### config.mk
export PLATFORM = sky130hd
export DESIGN_NAME = opcode_dispatch
export DESIGN_NICKNAME = d
export VERILOG_FILES = /design/src/rtl/opcode_dispatch.sv
export SDC_FILE = /design/constraint.sdc
export NUM_CORES = 1
export LEC_CHECK = 0
export BUFFER_PORTS_ARGS = -buffer_cell sky130_fd_sc_hd__buf_2
export CAP_MARGIN = 30
export CORE_UTILIZATION = 53
export DETAILED_ROUTE_END_ITERATION = 8
export GPL_ROUTABILITY_DRIVEN = 0
export PLACE_DENSITY = 0.9
export SKIP_CTS_REPAIR_TIMING = 1
export SLEW_MARGIN = 20
export SYNTH_ARGS = -nofsm -noshare
export SYNTH_HDL_FRONTEND = slang
export SYNTH_SLANG_ARGS = --single-unit
### constraint.sdc
create_clock -name clk -period 2.3 [get_ports clk]
set_input_delay 0.23 -clock clk [delete_from_list [all_inputs] [get_ports clk]]
set_output_delay 0.23 -clock clk [all_outputs]
set_load 0.005 [all_outputs]
### src/rtl/opcode_dispatch.sv
// -----------------------------------------------------------------------------
// opcode_dispatch
//
// Buffered opcode decoder. Binary opcodes arrive over a valid/ready handshake,
// are filtered against LEGAL_MASK and queued in a 2-entry FIFO. The head entry
// is presented downstream both as a binary opcode and as a one-hot strobe, with
// its own valid/ready handshake. Illegal opcodes are consumed but not stored.
// Each one raises a one-cycle err pulse and bumps a saturating counter.
//
// Handshake rule (both sides): a transfer happens on a rising clk edge where
// valid and ready are both high. valid must not depend on ready. in_ready is
// derived only from registered occupancy, so a pop in the FULL cycle does not
// open a same-cycle accept.
//
// Parameters
//   SEL_W       opcode width; one-hot width is 2**SEL_W
//   LEGAL_MASK  bit k = 1 marks opcode k as legal
//
// Ports
//   clk         rising-edge clock
//   rst_n       asynchronous active-low reset
//   in_valid    source presents an opcode
//   in_op       binary opcode from the source
//   in_ready    block can accept (occupancy != 2)
//   out_valid   head entry available (occupancy != 0)
//   out_op      head opcode, 0 when out_valid is low
//   out_onehot  1 << out_op when out_valid is high, else 0
//   out_ready   sink consumes the head entry
//   err         one-cycle pulse, cycle after an illegal accept
//   ill_cnt     saturating count of illegal accepts
//   ill_clr     synchronous clear of ill_cnt (wins over an increment)
// -----------------------------------------------------------------------------
module opcode_dispatch #(
  parameter int                  SEL_W      = 3,
  parameter logic [2**SEL_W-1:0] LEGAL_MASK = '1
) (
  input  logic                clk,
  input  logic                rst_n,
  input  logic                in_valid,
  input  logic [SEL_W-1:0]    in_op,
  output logic                in_ready,
  output logic                out_valid,
  output logic [SEL_W-1:0]    out_op,
  output logic [2**SEL_W-1:0] out_onehot,
  input  logic                out_ready,
  output logic                err,
  output logic [7:0]          ill_cnt,
  input  logic                ill_clr
);

  localparam int NUM = 2**SEL_W;

  // Occupancy states; the encoding equals the number of stored entries.
  typedef enum logic [1:0] {
    EMPTY = 2'd0,
    ONE   = 2'd1,
    FULL  = 2'd2
  } state_t;

  state_t           state;
  logic [SEL_W-1:0] mem [2];
  logic             head;
  logic             tail;
  logic             ready_q;
  logic             valid_q;

  logic             legal;
  logic             accept;
  logic             push;
  logic             pop;
  logic             ill_acc;

  assign legal   = LEGAL_MASK[in_op];
  assign accept  = in_valid & ready_q;
  assign push    = accept & legal;
  assign ill_acc = accept & ~legal;
  assign pop     = valid_q & out_ready;

  assign in_ready   = ready_q;
  assign out_valid  = valid_q;
  assign out_op     = valid_q ? mem[head] : '0;
  assign out_onehot = valid_q ? ({{(NUM-1){1'b0}}, 1'b1} << mem[head]) : '0;

  // Occupancy FSM. in_ready / out_valid are registered alongside the state so
  // they are pure flop outputs.
  always_ff @(posedge clk or negedge rst_n) begin
    if (!rst_n) begin
      state   <= EMPTY;
      ready_q <= 1'b1;
      valid_q <= 1'b0;
    end else begin
      case (state)
        EMPTY: begin
          if (push) begin
            state   <= ONE;
            valid_q <= 1'b1;
            ready_q <= 1'b1;
          end
        end
        ONE: begin
          // Simultaneous push and pop keeps occupancy at one.
          if (push && !pop) begin
            state   <= FULL;
            valid_q <= 1'b1;
            ready_q <= 1'b0;
          end else if (pop && !push) begin
            state   <= EMPTY;
            valid_q <= 1'b0;
            ready_q <= 1'b1;
          end
        end
        FULL: begin
          // ready_q is low here, so push cannot occur.
          if (pop) begin
            state   <= ONE;
            valid_q <= 1'b1;
            ready_q <= 1'b1;
          end
        end
        default: begin
          state   <= EMPTY;
          valid_q <= 1'b0;
          ready_q <= 1'b1;
        end
      endcase
    end
  end

  // FIFO storage and pointers.
  always_ff @(posedge clk or negedge rst_n) begin
    if (!rst_n) begin
      mem[0] <= '0;
      mem[1] <= '0;
      head   <= 1'b0;
      tail   <= 1'b0;
    end else begin
      if (push) begin
        mem[tail] <= in_op;
        tail      <= ~tail;
      end
      if (pop) begin
        head <= ~head;
      end
    end
  end

  // Illegal-opcode reporting. The clear has priority over an increment, but
  // the err pulse is independent of the clear.
  always_ff @(posedge clk or negedge rst_n) begin
    if (!rst_n) begin
      err     <= 1'b0;
      ill_cnt <= 8'h00;
    end else begin
      err <= ill_acc;
      if (ill_clr) begin
        ill_cnt <= 8'h00;
      end else if (ill_acc && (ill_cnt != 8'hFF)) begin
        ill_cnt <= ill_cnt + 8'h01;
      end
    end
  end

endmodule
---- Yosys cells after proc, flatten, opt, wreduce, memory -nomap -nowiden ----
Memory sizes are Yosys's and may differ from the RTL's.
Index checks and enable logic that the tools add are counted.
storage, ports and cells
  bits in registers ....................... 21
  memory bits (read-only) ................. 8
  input bits .............................. 8
  output and inout port bits .............. 22
  logic and storage cells ................. 64
  memories kept ........................... 1
operators by class
  $add $sub $neg .......................... 1
  magnitude comparators ................... 4
  equality and inequality tests ........... 6
  shift operators ......................... 1
  muxes and demuxes ....................... 24
  bitwise gates (word level) .............. 9
  reductions and logical operators ........ 9
memory list
  name              depth  width  read ports  clocked after Yosys merged registers in  write ports  RTL line  text
  (name not given)  8      1      1           0                                        0            73        assign legal = LEGAL_MASK[in_op];
operators by type and width
  kind                                                                           number
  8-bit 2-to-1 mux                                                               3
  3-bit 2-to-1 mux                                                               5
  8-bit by 1-bit adder with 8-bit output (second input constant)                 1
  2-bit 2-to-1 mux                                                               4
  8-bit inequality test (second input constant)                                  1
  1-bit by 3-bit left shift with 8-bit output (first input constant)             1
  1-bit 2-to-1 mux                                                               7
  6-bit bitwise mux                                                              1
  1-bit one-hot mux with 3 select lines                                          2
  2-bit one-hot mux with 3 select lines                                          1
  1-bit AND                                                                      4
  2-bit greater-or-equal comparator (second input constant)                      2
  1-bit logical AND                                                              4
  3-bit by 4-bit less-than comparator with 1-bit output (second input constant)  1
  2-bit inequality test (second input constant)                                  2
  1-bit NOT with 2-bit output                                                    2
  3-bit demux with 1-bit select                                                  1
  3-bit inequality test (second input constant)                                  1
  1-bit NOT                                                                      3
  3-bit AND reduction                                                            1
  2-bit by 1-bit == test with 1-bit output (second input constant)               1
  2-bit == test (second input constant)                                          1
  1-bit logical NOT                                                              2
  2-bit logical NOT                                                              1
  2 further kinds                                                                2

---- Depth between registers and ports, before layout ----
Gate-level depths: netlist of run 1.
  word-level depth ........................ 8
  depth in mapped cells ................... 4
  depth with buffers taken out ............ 4

---- Worst setup path after synthesis of run 1 ----
Ideal clock, no wire load.
  path kind ............................... register -> register
  start ................................... register ready_q (netlist: in_ready)
  end ..................................... register valid_q (netlist: out_valid)
  setup time .............................. 0.072 ns
  arrival ................................. 1.492 ns
  data required time ...................... 2.228 ns
  path slack .............................. 0.736 ns
  stages on the path, launching flop included .. 5
  path buffers ............................ 0
  period minus slack after synthesis ...... 1.564 ns
  cell sequence ........................... dfstp_2 and2_1 ha_1 nor4bb_1 nand4b_1
on the way
  word-level cells in the longest chain between the ends .. 6
  elaborated cells on any way between the ends .. 10
  those cells by class .................... eq/ne: 2; mux: 2; bitwise: 2; reduce/logical: 4
ends and longest elaborated chain
  element                          RTL line  text
  start, declared                  64        logic ready_q;
  start signal, assigned           89        ready_q <= 1'b1;
  start signal, assigned           97        ready_q <= 1'b1;
  start signal, assigned           105       ready_q <= 1'b0;
  1-bit AND *                      74        assign accept = in_valid & ready_q;
  net accept                       68        logic accept;
  1-bit AND *                      75        assign push = accept & legal;
  1-bit logical NOT                106       end else if (pop && !push) begin
  1-bit logical AND                106
  3-bit inequality test (no line)  --
  3-bit AND reduction (no line)    --
  end signal, assigned             104       valid_q <= 1'b1;
  end signal, assigned             108       valid_q <= 1'b0;
  end signal, assigned             116       valid_q <= 1'b1;
  end, declared                    65        logic valid_q;
Mark *: on every way through the listed nets, which the timed path passes. The rest lies on a longest branch.
A chain may end at the register's enable or synchronous reset.

---- Worst setup path in the final report of run 1 ----
  start ................................... register head
  end ..................................... output out_onehot[5]
on the way
  word-level cells in the longest chain between the ends .. 6
ends and longest elaborated chain
  element                                               RTL line  text
  start, declared                                       62        logic head;
  start signal, assigned                                142       head <= ~head;
  1-bit NOT with 2-bit output (implied by the code)     82        assign out_onehot = valid_q ? ({{(NUM-1){1'b0}}, 1'b1} << mem[head]) : '0;
  3-bit 2-to-1 mux (implied by the code) (3 in series)  82
  1-bit by 3-bit left shift with 8-bit output           82
  8-bit 2-to-1 mux                                      82
  end, declared                                         44        output logic [2**SEL_W-1:0] out_onehot,
Every way passes these cells. The select of a mux whose other input is x is not followed.

==> flow_summary.yaml, run 1 <==
timing:
  max_freq_ghz: 0.524
  period_minus_slack_ns: 1.91
  whs_ns: 0.169
  rsz0062_at_grt: "no"
  tns_ns: 0
  finalHoldViolCount: 0
  finalCritPeriodShare_pct: 82.9
  fin_skew_ns: 0.00270
  finalSetupViolations: 0
  report.final.slew_viol_count: 0
  fin_ws_ns: 0.393
critical_path:
  path_buf_inv: 1
  slowest_stage: "dfrtp_1"
  cp_slowest_stage_delay_ns: 0.54
  path_cells: "or3b_1 > a211oi_1 > buf_2"
  cp_top_family: "flip-flops"
  endpoint_kind: "output pin"
  cp.arrival_ns: 1.68
  crit_fanout: 13
  worstPathRequired_ns: 2.07
  cp-start-kind: "flop"
  critical_path_class: "flop to output pin"
cells_and_area:
  final_cells: 138
  drive_gt1_share_pct: 34.5
  fillCellCount: 162
  diodes: 0
  fin_nets: 123
  syn2layout_area_growth_pct: 19.0
synthesis:
  ys_types: 28
  synth-warning-count: 0
  synth_ff_type: "dfrtp_1"
  ys_seq_area_share_pct: 51.4
  syn-instance-count: 83
  syn-num-nets: 92
  synth-async-reset-ratio_pct: 100
  avgSynthCellArea_um2: 11.8
  synth_area_leaders: "dfrtp_1 (49%), mux2_2 (8.1%), a211oi_1 (7.7%)"
  synth_top_cell_by_area: "dfrtp_1"
  synth.most_common_cell: "dfrtp_1"
  synth_edf_count: 0
  synth_seq_cells: 20
  netlist_area_um2: 976
  synth_common_cells: "dfrtp_1 (19), a211oi_1 (10), nor2b_1 (8)"
  netlist.area_leader.share_pct: 48.7
power:
  leakagePower_nw: 0.612
  p_per_area_nw_per_um2: 551
  report.power.total_w: 0.000640
  peakVddDrop_v: 0.000382
routing:
  vias_per_cell: 5.53
  wire_per_inst_um: 13.2
  drt_pre_antenna_iters: 4
  dr.first_iter.drc_count: 8
  num_vias: 763
  ant_nets: 0
  drc: 0
  wl_um: 1830
clock_tree:
  cts_tree: "done"
  cts_htree_levels: 1
  numCtsBuffers: 3
  cts.clk_slew.worst_paths_ns: 0.10
  ctsRootBufferMaster: "clkbuf_4"
  clk_path_buf_depth: 2
  cts_sinks: 20
  clk_latency_ns: 0.30
floorplan:
  core_area_um2: 1730
  placementRows: 15
  boundaryPins: 30
  start_util_pct: 56.5
  dieWidth_um: 44.9
  die_area_um2: 2020
  die_y_um: 44.9
status:
  status: "finished, final reports clean"
placed_design:
  port_buffers: 28
  dp_hpwl_um: 1410
  placedCellCount: 133
  pre_cts_slack_ns: 0.646
global_route:
  antenna_found_initial: 0
  track_usage_pct: 20.2
  grt_max_degree: 21
  grt_overflow: 0
  grt_pass1_vias: 646
  grt_pass1_wl_um: 2750
min_path:
  hold_class: "primary input to flop"
flow_run:
  drv_cap: 0
-- layout by cell type, fill, tap and decap left out, drive strengths merged, types with 3 or more instances in the layout --
master and n:
buf 28, dfrtp 19, a211oi 10, nor2b 8, mux2 7, nand3b 5, nor2 4, clkbuf 4
or3b 3, mux2i 3
-- layout make-up --
class | instances | area [µm²] | share of cell area [%]
Sequential cell | 20 | 502 | 43.2
Multi-Input combinational cell | 59 | 448 | 38.6
Timing Repair Buffer | 29 | 150 | 12.9
Tap cell | 25 | 31.3 | 2.69
Clock buffer | 4 | 26.3 | 2.26
Inverter | 1 | 3.75 | 0.323
-- power by group --
part	internal (W)	total (W)	switching, W
Sequential	0.000360	0.000394	0.0000336
Combinational	0.0000484	0.0000797	0.0000314
Clock	0.0000676	0.000166	0.0000988
Total	0.000476	0.000640	0.000164
-- logic make-up after synthesis --
kind of cell	synth area share (%)
AO/OA/AOI/OAI	9.74
buffers and inverters	2.69
flip-flops	51.4
XOR/XNOR	1.80
AND/OR/NAND/NOR	21.5
other	0.384
adder cells (fa/ha/maj)	1.28
multiplexers	11.2
-- layer usage --
metal	wire length, µm	global-route usage (%)	vias up
li1	-	-	364
met1	772	21.8	370
met2	921	35.6	25
met3	80	3.60	4
met4	52	14.5	0
met5	0	0	-
-- worst paths after layout --
| kind | slack [ns] | end | cells after the start | from |
|---|---|---|---|---|
| hold reg to reg | 0.50 | tail | 1 | tail |
| setup / recovery | 0.39 | out_onehot[5] | 3 | head |
| max in group asynchronous | 1.58 | in_ready | 2 | rst_n |
| hold / removal | 0.17 | mem[5] | 2 | in_op[2] |
| min in group asynchronous | 0.40 | state[1] | 2 | rst_n |
| setup reg to reg | 0.59 | out_valid | 4 | in_ready |
-- state kept, by name, summed over array words and instances (netlist names) --
name       cells
tail           1
ill_cnt        8
in_ready       1
mem            6
state          2
head           1
out_valid      1
-- stage by stage --
step	area [µm²]	util (%)
6_report	1160	67.2
5_1_grt	1160	67.2
4_1_cts	1150	66.7
3_5_place_dp	1120	65.1
3_3_place_gp	1120	65.1
2_1_floorplan	976	-
Note: power is estimated with default switching activity, not from simulation.
==> inputs of run 2 (changes only) <==
- CORE_UTILIZATION: 53 -> 44
- PLACE_DENSITY: 0.9 -> 0.81
- clock period: 2.3 -> 1.6 ns (I/O delays scaled with it)
==> run 2 against run 1 <==
Compared with the run above:
- the flow now finishes with violations (setup timing)
- wire length increased by 5.1%
- design area increased by 10%
- combinational power increased to 3.5 times the previous value
- largest cell class unchanged
- critical endpoint unchanged
- global-route usage decreased by 2.9 points
- sequential share of layout area decreased by 3.8 points
==> flow_summary.yaml, run 2 (synthesis gave the netlist of run 1 again) <==
floorplan:
  dieWidth_um: 49.1
  die_y_um: 49.1
  start_util_pct: 48.3
  core_area_um2: 2020
  die_area_um2: 2410
  boundaryPins: 30
  placementRows: 16
timing:
  tns_ns: -0.796
  finalSetupViolations: 8
  period_minus_slack_ns: 1.75
  finalHoldViolCount: 0
  fin_ws_ns: -0.148
  finalCritPeriodShare_pct: 109
  rsz0062_at_grt: "yes"
  max_freq_ghz: 0.572
  fin_skew_ns: 0.00127
  report.final.slew_viol_count: 0
routing:
  dr.first_iter.drc_count: 5
  drt_pre_antenna_iters: 4
  vias_per_cell: 5.23
  num_vias: 769
  wl_um: 1920
  drc: 0
  wire_per_inst_um: 13.1
  ant_nets: 0
placed_design:
  dp_hpwl_um: 1370
  dpl_cell_area_um2: 1160
  placedCellCount: 139
  port_buffers: 28
cells_and_area:
  final_common_cell: "buf_2"
  largest_reg_flops: 8
  syn2layout_area_growth_pct: 31.2
  fin_nets: 130
  final_cells: 147
  stdcell_area_um2: 1280
  layout_common_cells: "buf_2 (28), dfrtp_1 (17), nor2b_1 (8), a211oi_1 (7), mux2_2 (7)"
  reg.largest.list: "ill_cnt (8), mem (6), state (2)"
  diodes: 0
  regMostFlops: "ill_cnt"
  drive_gt1_share_pct: 46.7
power:
  p_per_area_nw_per_um2: 862
  leakagePower_nw: 0.656
  peakVddDrop_v: 0.000552
flow_run:
  drv_cap: 0
clock_tree:
  clk_latency_ns: 0.29
  cts.clk_slew.worst_paths_ns: 0.10
  cts_tree: "done"
  clk_path_buf_depth: 2
  cts_sinks: 20
  ctsRootBufferMaster: "clkbuf_4"
  numCtsBuffers: 3
  cts_htree_levels: 1
critical_path:
  worstPathRequired_ns: 1.44
  endpoint_kind: "output pin"
  path_buf_inv: 1
  path_cells: "or3b_1 > a211oi_1 > buf_2"
  cp.arrival_ns: 1.59
  cp-start-kind: "flop"
  slowest_stage: "dfrtp_2"
  crit_fanout: 6
  cp_top_family: "flip-flops"
  cp_slowest_stage_delay_ns: 0.46
  critical_path_class: "flop to output pin"
global_route:
  grt_pass1_wl_um: 3100
  antenna_found_initial: 0
  track_usage_pct: 17.3
  grt_overflow: 0
  grt_pass1_vias: 730
  grt_max_degree: 21
status:
  status: "complete, but fails checks"
  violations: "setup timing"
min_path:
  hold_class: "primary input to flop"
-- run 2: layout make-up --
type / instances / area (µm²)
fill: 168 / 742
tap: 27 / 33.8
clock buffer: 4 / 36.3
sequential: 20 / 504
timing repair buffer: 36 / 206
inverter: 1 / 3.75
multi-input combinational: 59 / 495
-- run 2: through the flow --
step / power [W] / hold WS (ns) / util (%) / setup WS (ns)
floorplan: 0.000671 / -0.136 / - / 0.0361
global placement: 0.000701 / 0.117 / 57.2 / 0.0548
detailed placement: 0.000710 / 0.125 / 57.2 / -0.0150
CTS: 0.000999 / -0.213 / 59.0 / -0.264
global route: 0.00116 / 0.0902 / 63.3 / -0.215
finish: 0.00110 / 0.104 / 63.3 / -0.148
-- run 2: path summary, 6_finish.rpt --
check / from / slack, ns / endpoint / cells past startpoint
setup reg to reg: in_ready / 0.08 / out_valid / 4
max in group asynchronous: rst_n / 0.94 / in_ready / 2
min in group asynchronous: rst_n / 0.33 / out_valid / 2
hold reg to reg: tail / 0.49 / tail / 1
hold / removal: ill_clr / 0.10 / ill_cnt[7] / 2
setup / recovery: head / -0.15 / out_onehot[5] / 3
-- run 2: power breakdown --
| part | internal [W] | switching [W] |
|---|---|---|
| sequential | 0.000521 | 0.0000217 |
| combinational | 0.000163 | 0.000114 |
| clock | 0.000139 | 0.000145 |
-- run 2: layer usage --
layer	wire length [µm]	GRT usage, %
met2	979	30.4
met3	66	3.74
met1	842	19.5
met5	0	0
met4	32	8.82
